**config.mk**
```make
export PLATFORM = sky130hd
export DESIGN_NAME = lsu_mem_if
export DESIGN_NICKNAME = d
export VERILOG_FILES = /design/src/rtl/lsu_pkg.sv /design/src/rtl/lsu_mem_if_align.sv /design/src/rtl/lsu_mem_if.sv
export SDC_FILE = /design/constraint.sdc
export NUM_CORES = 1
export LEC_CHECK = 0
export BUFFER_PORTS_ARGS = -buffer_cell sky130_fd_sc_hd__buf_2
export CORE_UTILIZATION = 40
export CTS_CLUSTER_SIZE = 24
export DETAILED_ROUTE_END_ITERATION = 8
export PLACE_DENSITY_LB_ADDON = 0.3
export SLEW_MARGIN = 20
export SYNTH_ARGS = -nofsm -noshare
export SYNTH_HDL_FRONTEND = slang
export SYNTH_SLANG_ARGS = --single-unit
```
**constraint.sdc**
```tcl
create_clock -name clk -period 3.4 [get_ports clk]
set_input_delay 0.17 -clock clk [delete_from_list [all_inputs] [get_ports clk]]
set_output_delay 0.17 -clock clk [all_outputs]
set_load 0.1 [all_outputs]
```
**src/rtl/lsu_pkg.sv**
```systemverilog
// -----------------------------------------------------------------------------
// lsu_pkg
// Shared types and helpers for the load/store unit in front of the data RAM.
//   lsu_state_e : FSM states (IDLE, ACCESS, RESP)
//   lsu_size_e  : access width decoded from funct3[1:0]
//   F3_*        : RV32I load/store funct3 encodings
//   size_of()   : funct3 -> access width
//   f3_legal()  : funct3 legality for a load or a store
// -----------------------------------------------------------------------------
package lsu_pkg;

    typedef enum logic [1:0] {
        IDLE   = 2'd0,
        ACCESS = 2'd1,
        RESP   = 2'd2
    } lsu_state_e;

    typedef enum logic [1:0] {
        SZ_B = 2'd0,
        SZ_H = 2'd1,
        SZ_W = 2'd2
    } lsu_size_e;

    localparam logic [2:0] F3_B  = 3'd0;
    localparam logic [2:0] F3_H  = 3'd1;
    localparam logic [2:0] F3_W  = 3'd2;
    localparam logic [2:0] F3_BU = 3'd4;
    localparam logic [2:0] F3_HU = 3'd5;

    // Width comes from the low two bits; the unsigned variants share them.
    function automatic lsu_size_e size_of(input logic [2:0] funct3);
        case (funct3[1:0])
            2'd0:    return SZ_B;
            2'd1:    return SZ_H;
            default: return SZ_W;
        endcase
    endfunction

    // Stores only have signed-looking encodings; loads add BU/HU.
    function automatic logic f3_legal(input logic we, input logic [2:0] funct3);
        if (we) begin
            return (funct3 == F3_B) || (funct3 == F3_H) || (funct3 == F3_W);
        end
        return (funct3 == F3_B) || (funct3 == F3_H) || (funct3 == F3_W) ||
               (funct3 == F3_BU) || (funct3 == F3_HU);
    endfunction

endpackage

```
**src/rtl/lsu_mem_if_align.sv**
```systemverilog
// -----------------------------------------------------------------------------
// lsu_align
// Purely combinational lane steering for the load/store unit.
//   funct3_i, offset_i : latched access type and addr[1:0] (store/load paths)
//   wdata_i  -> wdata_o: store data replicated across lanes
//   wstrb_o            : byte strobes for the store
//   rdata_i  -> rdata_o: RAM word -> selected, extended load data
//   chk_funct3_i, chk_offset_i -> misaligned_o : alignment check on the
//                        incoming request (evaluated before it is latched)
// -----------------------------------------------------------------------------
module lsu_align
    import lsu_pkg::*;
(
    input  logic [2:0]  funct3_i,
    input  logic [1:0]  offset_i,
    input  logic [31:0] wdata_i,
    input  logic [31:0] rdata_i,
    output logic [31:0] wdata_o,
    output logic [3:0]  wstrb_o,
    output logic [31:0] rdata_o,
    input  logic [2:0]  chk_funct3_i,
    input  logic [1:0]  chk_offset_i,
    output logic        misaligned_o
);

    logic [7:0]  byte_sel;
    logic [15:0] half_sel;

    // Store side: replicate so the RAM can take any lane without a shifter.
    // NOTE: every output of a combinational block gets a default first, so no
    // path through the case can leave it unassigned and infer a latch.
    always_comb begin
        wdata_o = wdata_i;
        wstrb_o = 4'b1111;
        case (size_of(funct3_i))
            SZ_B: begin
                wdata_o = {4{wdata_i[7:0]}};
                wstrb_o = 4'b0001 << offset_i;
            end
            SZ_H: begin
                wdata_o = {2{wdata_i[15:0]}};
                wstrb_o = offset_i[1] ? 4'b1100 : 4'b0011;
            end
            default: ;
        endcase
    end

    // Load side: pick the lane, then extend according to funct3.
    assign byte_sel = rdata_i[{offset_i, 3'b000} +: 8];
    assign half_sel = offset_i[1] ? rdata_i[31:16] : rdata_i[15:0];

    always_comb begin
        rdata_o = rdata_i;
        case (funct3_i)
            F3_B:    rdata_o = {{24{byte_sel[7]}}, byte_sel};
            F3_BU:   rdata_o = {24'd0, byte_sel};
            F3_H:    rdata_o = {{16{half_sel[15]}}, half_sel};
            F3_HU:   rdata_o = {16'd0, half_sel};
            default: ;
        endcase
    end

    always_comb begin
        misaligned_o = 1'b0;
        case (size_of(chk_funct3_i))
            SZ_B:    misaligned_o = 1'b0;
            SZ_H:    misaligned_o = chk_offset_i[0];
            default: misaligned_o = |chk_offset_i;
        endcase
    end

endmodule

```
**src/rtl/lsu_mem_if.sv**
```systemverilog
// -----------------------------------------------------------------------------
// lsu_mem_if
// Load/store unit between the core's MEM stage and the data RAM.
// Three-state FSM: IDLE (accept) -> ACCESS (one RAM cycle) -> RESP.
//   clk, reset            : clock, asynchronous active-high reset
//   req_valid/req_ready   : request handshake (ready only in IDLE)
//   req_we, req_funct3, req_addr, req_wdata : request payload
//   resp_valid/resp_ready : response handshake
//   resp_rdata, resp_err  : extended load data (0 on store/fault), fault flag
//   ram_we, ram_addr, ram_wdata, ram_wstrb, ram_st_misaligned : RAM controls
//   ram_rdata             : RAM read data (combinational read)
// Parameters: RAM_BYTES (addresses at or above fault), RESP_HOLD (1: hold
// resp_valid until resp_ready; 0: single-cycle pulse).
// Optional macro LSU_BADADDR_EN adds output badaddr, loaded with the address
// of every faulting request and reset to 0.
// -----------------------------------------------------------------------------
module lsu_mem_if
    import lsu_pkg::*;
#(
    parameter int unsigned RAM_BYTES = 256,
    parameter bit          RESP_HOLD = 1'b1
) (
    input  logic        clk,
    input  logic        reset,
    input  logic        req_valid,
    output logic        req_ready,
    input  logic        req_we,
    input  logic [2:0]  req_funct3,
    input  logic [31:0] req_addr,
    input  logic [31:0] req_wdata,
    output logic        resp_valid,
    input  logic        resp_ready,
    output logic [31:0] resp_rdata,
    output logic        resp_err,
    output logic        ram_we,
    output logic [31:0] ram_addr,
    output logic [31:0] ram_wdata,
    output logic [3:0]  ram_wstrb,
    output logic        ram_st_misaligned,
`ifdef LSU_BADADDR_EN
    output logic [31:0] badaddr,
`endif
    input  logic [31:0] ram_rdata
);

    lsu_state_e  state_q, state_d;
    logic        we_q;
    logic [2:0]  funct3_q;
    logic [31:0] addr_q;
    logic [31:0] wdata_q;
    logic        fault_q;
    logic [31:0] resp_rdata_q;
    logic        resp_err_q;

    logic        accept;
    logic        req_misaligned;
    logic        req_fault;
    logic [31:0] st_wdata;
    logic [3:0]  st_wstrb;
    logic [31:0] ld_data;

    assign accept = (state_q == IDLE) && req_valid;

    lsu_align u_align (
        .funct3_i     (funct3_q),
        .offset_i     (addr_q[1:0]),
        .wdata_i      (wdata_q),
        .rdata_i      (ram_rdata),
        .wdata_o      (st_wdata),
        .wstrb_o      (st_wstrb),
        .rdata_o      (ld_data),
        .chk_funct3_i (req_funct3),
        .chk_offset_i (req_addr[1:0]),
        .misaligned_o (req_misaligned)
    );

    // Fault is decided on the raw request so it is ready at the accept edge.
    assign req_fault = !f3_legal(req_we, req_funct3) || req_misaligned ||
                       (req_addr >= RAM_BYTES);

    // ------------------------------------------------------------------ FSM
    // NOTE: sequential state uses non-blocking assignments so every flop
    // samples pre-edge values regardless of block ordering.
    always_ff @(posedge clk or posedge reset) begin
        if (reset) begin
            state_q <= IDLE;
        end else begin
            state_q <= state_d;
        end
    end

    always_comb begin
        state_d = state_q;
        case (state_q)
            IDLE:    if (req_valid) state_d = ACCESS;
            ACCESS:  state_d = RESP;
            RESP:    if (!RESP_HOLD || resp_ready) state_d = IDLE;
            default: state_d = IDLE;
        endcase
    end

    // ------------------------------------------------------------- datapath
    always_ff @(posedge clk or posedge reset) begin
        if (reset) begin
            we_q         <= 1'b0;
            funct3_q     <= 3'd0;
            addr_q       <= 32'd0;
            wdata_q      <= 32'd0;
            fault_q      <= 1'b0;
            resp_rdata_q <= 32'd0;
            resp_err_q   <= 1'b0;
        end else begin
            if (accept) begin
                we_q     <= req_we;
                funct3_q <= req_funct3;
                addr_q   <= req_addr;
                wdata_q  <= req_wdata;
                fault_q  <= req_fault;
            end
            // The load word is sampled on the same edge the RAM commits a store.
            if (state_q == ACCESS) begin
                resp_rdata_q <= (we_q || fault_q) ? 32'd0 : ld_data;
                resp_err_q   <= fault_q;
            end
        end
    end

`ifdef LSU_BADADDR_EN
    logic [31:0] badaddr_q;

    always_ff @(posedge clk or posedge reset) begin
        if (reset) begin
            badaddr_q <= 32'd0;
        end else if (accept && req_fault) begin
            badaddr_q <= req_addr;
        end
    end

    assign badaddr = badaddr_q;
`endif

    // -------------------------------------------------------------- outputs
    // RAM strobes are decoded from state_q, so a reset mid-ACCESS drops
    // ram_we immediately and the pending store never reaches the RAM.
    assign ram_we            = (state_q == ACCESS) && we_q && !fault_q;
    assign ram_st_misaligned = (state_q == ACCESS) && we_q && fault_q;
    assign ram_wstrb         = ram_we ? st_wstrb : 4'b0000;
    assign ram_addr          = addr_q;
    assign ram_wdata         = st_wdata;

    assign req_ready  = (state_q == IDLE);
    assign resp_valid = (state_q == RESP);
    assign resp_rdata = resp_rdata_q;
    assign resp_err   = resp_err_q;

endmodule
```
==> impl_metrics.json <==
{
  "run_status": "complete, no violations",
  "netlist_area_um2": 5010,
  "synth-seq-cells": 104,
  "placement.setup.worst_slack_ps": 1160,
  "drt-pass1-iter-count": 4,
  "first_global_vias": 4250,
  "post_synth_inst_count": 417,
  "leading_area_contributor_after_synthesis": "sky130_fd_sc_hd__dfrtp_1",
  "dp_hpwl_um": 9890,
  "max-clock-path-buffers": 2,
  "syn_nets": 521,
  "final-hold-violation-count": 0,
  "grt_start_max_net_pins": 105,
  "cp_required_ps": 3230,
  "critical_r2r_launch": "ram_addr[1]",
  "route.detailed.drc": 0,
  "r2r_slack_ps": 1110,
  "layout_min_cycle_time_ps": 2600,
  "core_util_final_pct": 53.3,
  "skew_ps": 8.14,
  "io_buffer_count": 208,
  "worstSetupStartpointType": "flip-flop",
  "critical_path_arrival_ps": 2430,
  "die_width_um": 114,
  "fillers": 1124,
  "grt_antenna_before_repair": 1,
  "grt_pass1_wl_um": 21500,
  "cts_max_level": 3,
  "remaining_antenna_violation_count": 0,
  "ctsResizeCount": 0,
  "slew_headroom_pct": 35.8,
  "hold_class": "in -> reg",
  "timing_worst_slew_pin_value_ps": 963,
  "cap_viol_max_count": 0,
  "setup_viol": 0,
  "insertedDiodeCount": 0,
  "clk-insertion-delay-late_ps": 350,
  "via_per_inst": 5.22,
  "cp_max_fo": 28,
  "drt_iter0_drc": 184,
  "worstReg2RegEnd": "resp_rdata[13]",
  "fp.coreArea_um2": 12100,
  "finalWeightedCongestion": 0.866,
  "critPathLaunch": "ram_addr[1]",
  "min_period_over_period_pct": 76.4,
  "fmaxAchievable_mhz": 385,
  "r2r_cells": 4,
  "cts.reportedPaths.clkPinSlew_ps": 70,
  "post_synth_main_area_contributors": "sky130_fd_sc_hd__dfrtp_1, sky130_fd_sc_hd__mux2_2, sky130_fd_sc_hd__a221o_1, sky130_fd_sc_hd__nand2_1, sky130_fd_sc_hd__o21ai_0",
  "routed-via-count": 4064,
  "layout_setup_ws_ps": 804,
  "synth_largest_type_area_fraction_pct": 51.9,
  "syn_area_per_cell_um2": 12.0,
  "num_rows": 40,
  "synth_sequential_area_ratio_pct": 51.9,
  "finalNonFillerCells": 778,
  "number_of_ports_placed_on_the_die_boundary": 209,
  "floorplan.die_area_um2": 13000,
  "mostFrequentLayoutCells": "sky130_fd_sc_hd__buf_2, sky130_fd_sc_hd__dfrtp_1, sky130_fd_sc_hd__mux2_2, sky130_fd_sc_hd__nand2_1, sky130_fd_sc_hd__o21ai_0",
  "grt_setup_unrepaired": "no",
  "setup.worst_path.class": "reg -> out",
  "grt-ovfl-total": 0,
  "drive_gt1_share_pct": 54.9,
  "final_max_slew_viol_count": 0,
  "detail_route.wl_per_cell_um": 17.5,
  "start_util_pct": 41.4,
  "cts.root.buffer_cell": "sky130_fd_sc_hd__clkbuf_16",
  "route.final.wire_length_um": 13600,
  "commonest_non_fill_non_tap_cell_in_the_layout": "sky130_fd_sc_hd__buf_2",
  "critPathCapture": "ram_wstrb[0]",
  "grt_usage_pct": 21.5,
  "fin_tns_setup_ps": 0,
  "place_inst": 761,
  "crit_path_end_kind": "output pin",
  "final_net_count": 709,
  "tritoncts": "done",
  "cts_made_buffers": 9,
  "synth.distinct_cells": 42,
  "tritoncts_sink_count": 104,
  "syn2layout_area_growth_pct": 28.8,
  "synth-warning-count": 0,
  "dieHeight_um": 114
}
[cells by family (layout without fill, tap and decap cells)]
group,after synthesis,in the layout,synth area share (%)
DFF,104,104,51.9
muxes,101,101,22.7
buffers and inverters,43,236,4.67
and+or+nand+nor,79,79,8.29
AOI/OAI and AO/OA,90,90,12.4
[how the worst min path moves through the flow]
stage / cells after the start / start / endpoint / slack [ps]
floorplan: 1 / resp_ready / state_q[1] / 280
global placement: 3 / reset / ram_addr[20] / 340
detailed placement: 3 / reset / ram_addr[20] / 350
CTS: 2 / req_wdata[9] / wdata_q[9] / 30
global route: 2 / req_wdata[8] / wdata_q[8] / 30
finish: 2 / resp_ready / state_q[1] / 30
[per-layer routing]
layer / share of wire (%) / GRT usage (%)
met5: 0.12 / 0
met4: 2.5 / 9.52
met3: 8.1 / 6.91
met2: 47 / 35.2
met1: 42 / 26.0
[cell usage after synthesis (all sizes together)]
master	count
nand4b	1
mux2	90
dfrtp	104
a2bb2oi	1
nor2	9
nand2	38
a21oi	9
nand2b	5
nor3	8
o21ai	36
o31ai	1
clkbuf	9
o21a	1
or3b	1
nand4	2
and4b	1
a31o	6
o2111a	1
a22o	1
mux2i	10
buf	29
o22ai	1
nor2b	2
a22oi	6
inv	5
a221o	16
a211oi	8
and2	1
o221ai	1
a31oi	1
a32o	1
nor4	9
nor3b	2
mux4	1
[stage by stage]
stage	area, µm²	hold slack (ps)
after CTS	6450	29.5
after detailed placement	6150	354
after global routing	6450	29.4
after global placement	6150	344
after floorplan	5020	278
final	6450	34.5
[worst max-delay path, cell delays in order, from the launching register on]
cell and delay, ps:
sky130_fd_sc_hd__dfrtp_1 980, sky130_fd_sc_hd__inv_1 260, sky130_fd_sc_hd__a21oi_1 420, sky130_fd_sc_hd__nor2_1 100, sky130_fd_sc_hd__buf_2 310
[final cells by class]
type                            instances  area [µm²]  area share [%]
Clock buffer                           10         229            3.55
Tap cell                              168         210            3.26
Inverter                                5        21.3           0.330
Timing Repair Buffer                  215        1140            17.6
Multi-Input combinational cell        270        2190            33.9
Sequential cell                       104        2600            40.3
Clock inverter                          6        70.1            1.09
[registers in the layout (all words and copies together), names as in the netlist]
signal / flops
we_q: 1
fault_q: 1
resp_rdata: 32
funct3_q: 3
resp_err: 1
wdata_q: 32
ram_addr: 32
state_q: 2
[timing repair]
action | 4_1_cts | 5_1_grt
buffers inserted | 0 | 0
hold buffers | 1 | 0
hold endpoints to repair | 104 | 0
Power is not shown: default switching activity piles up to over one toggle a cycle in this logic, so the estimate is an artifact.
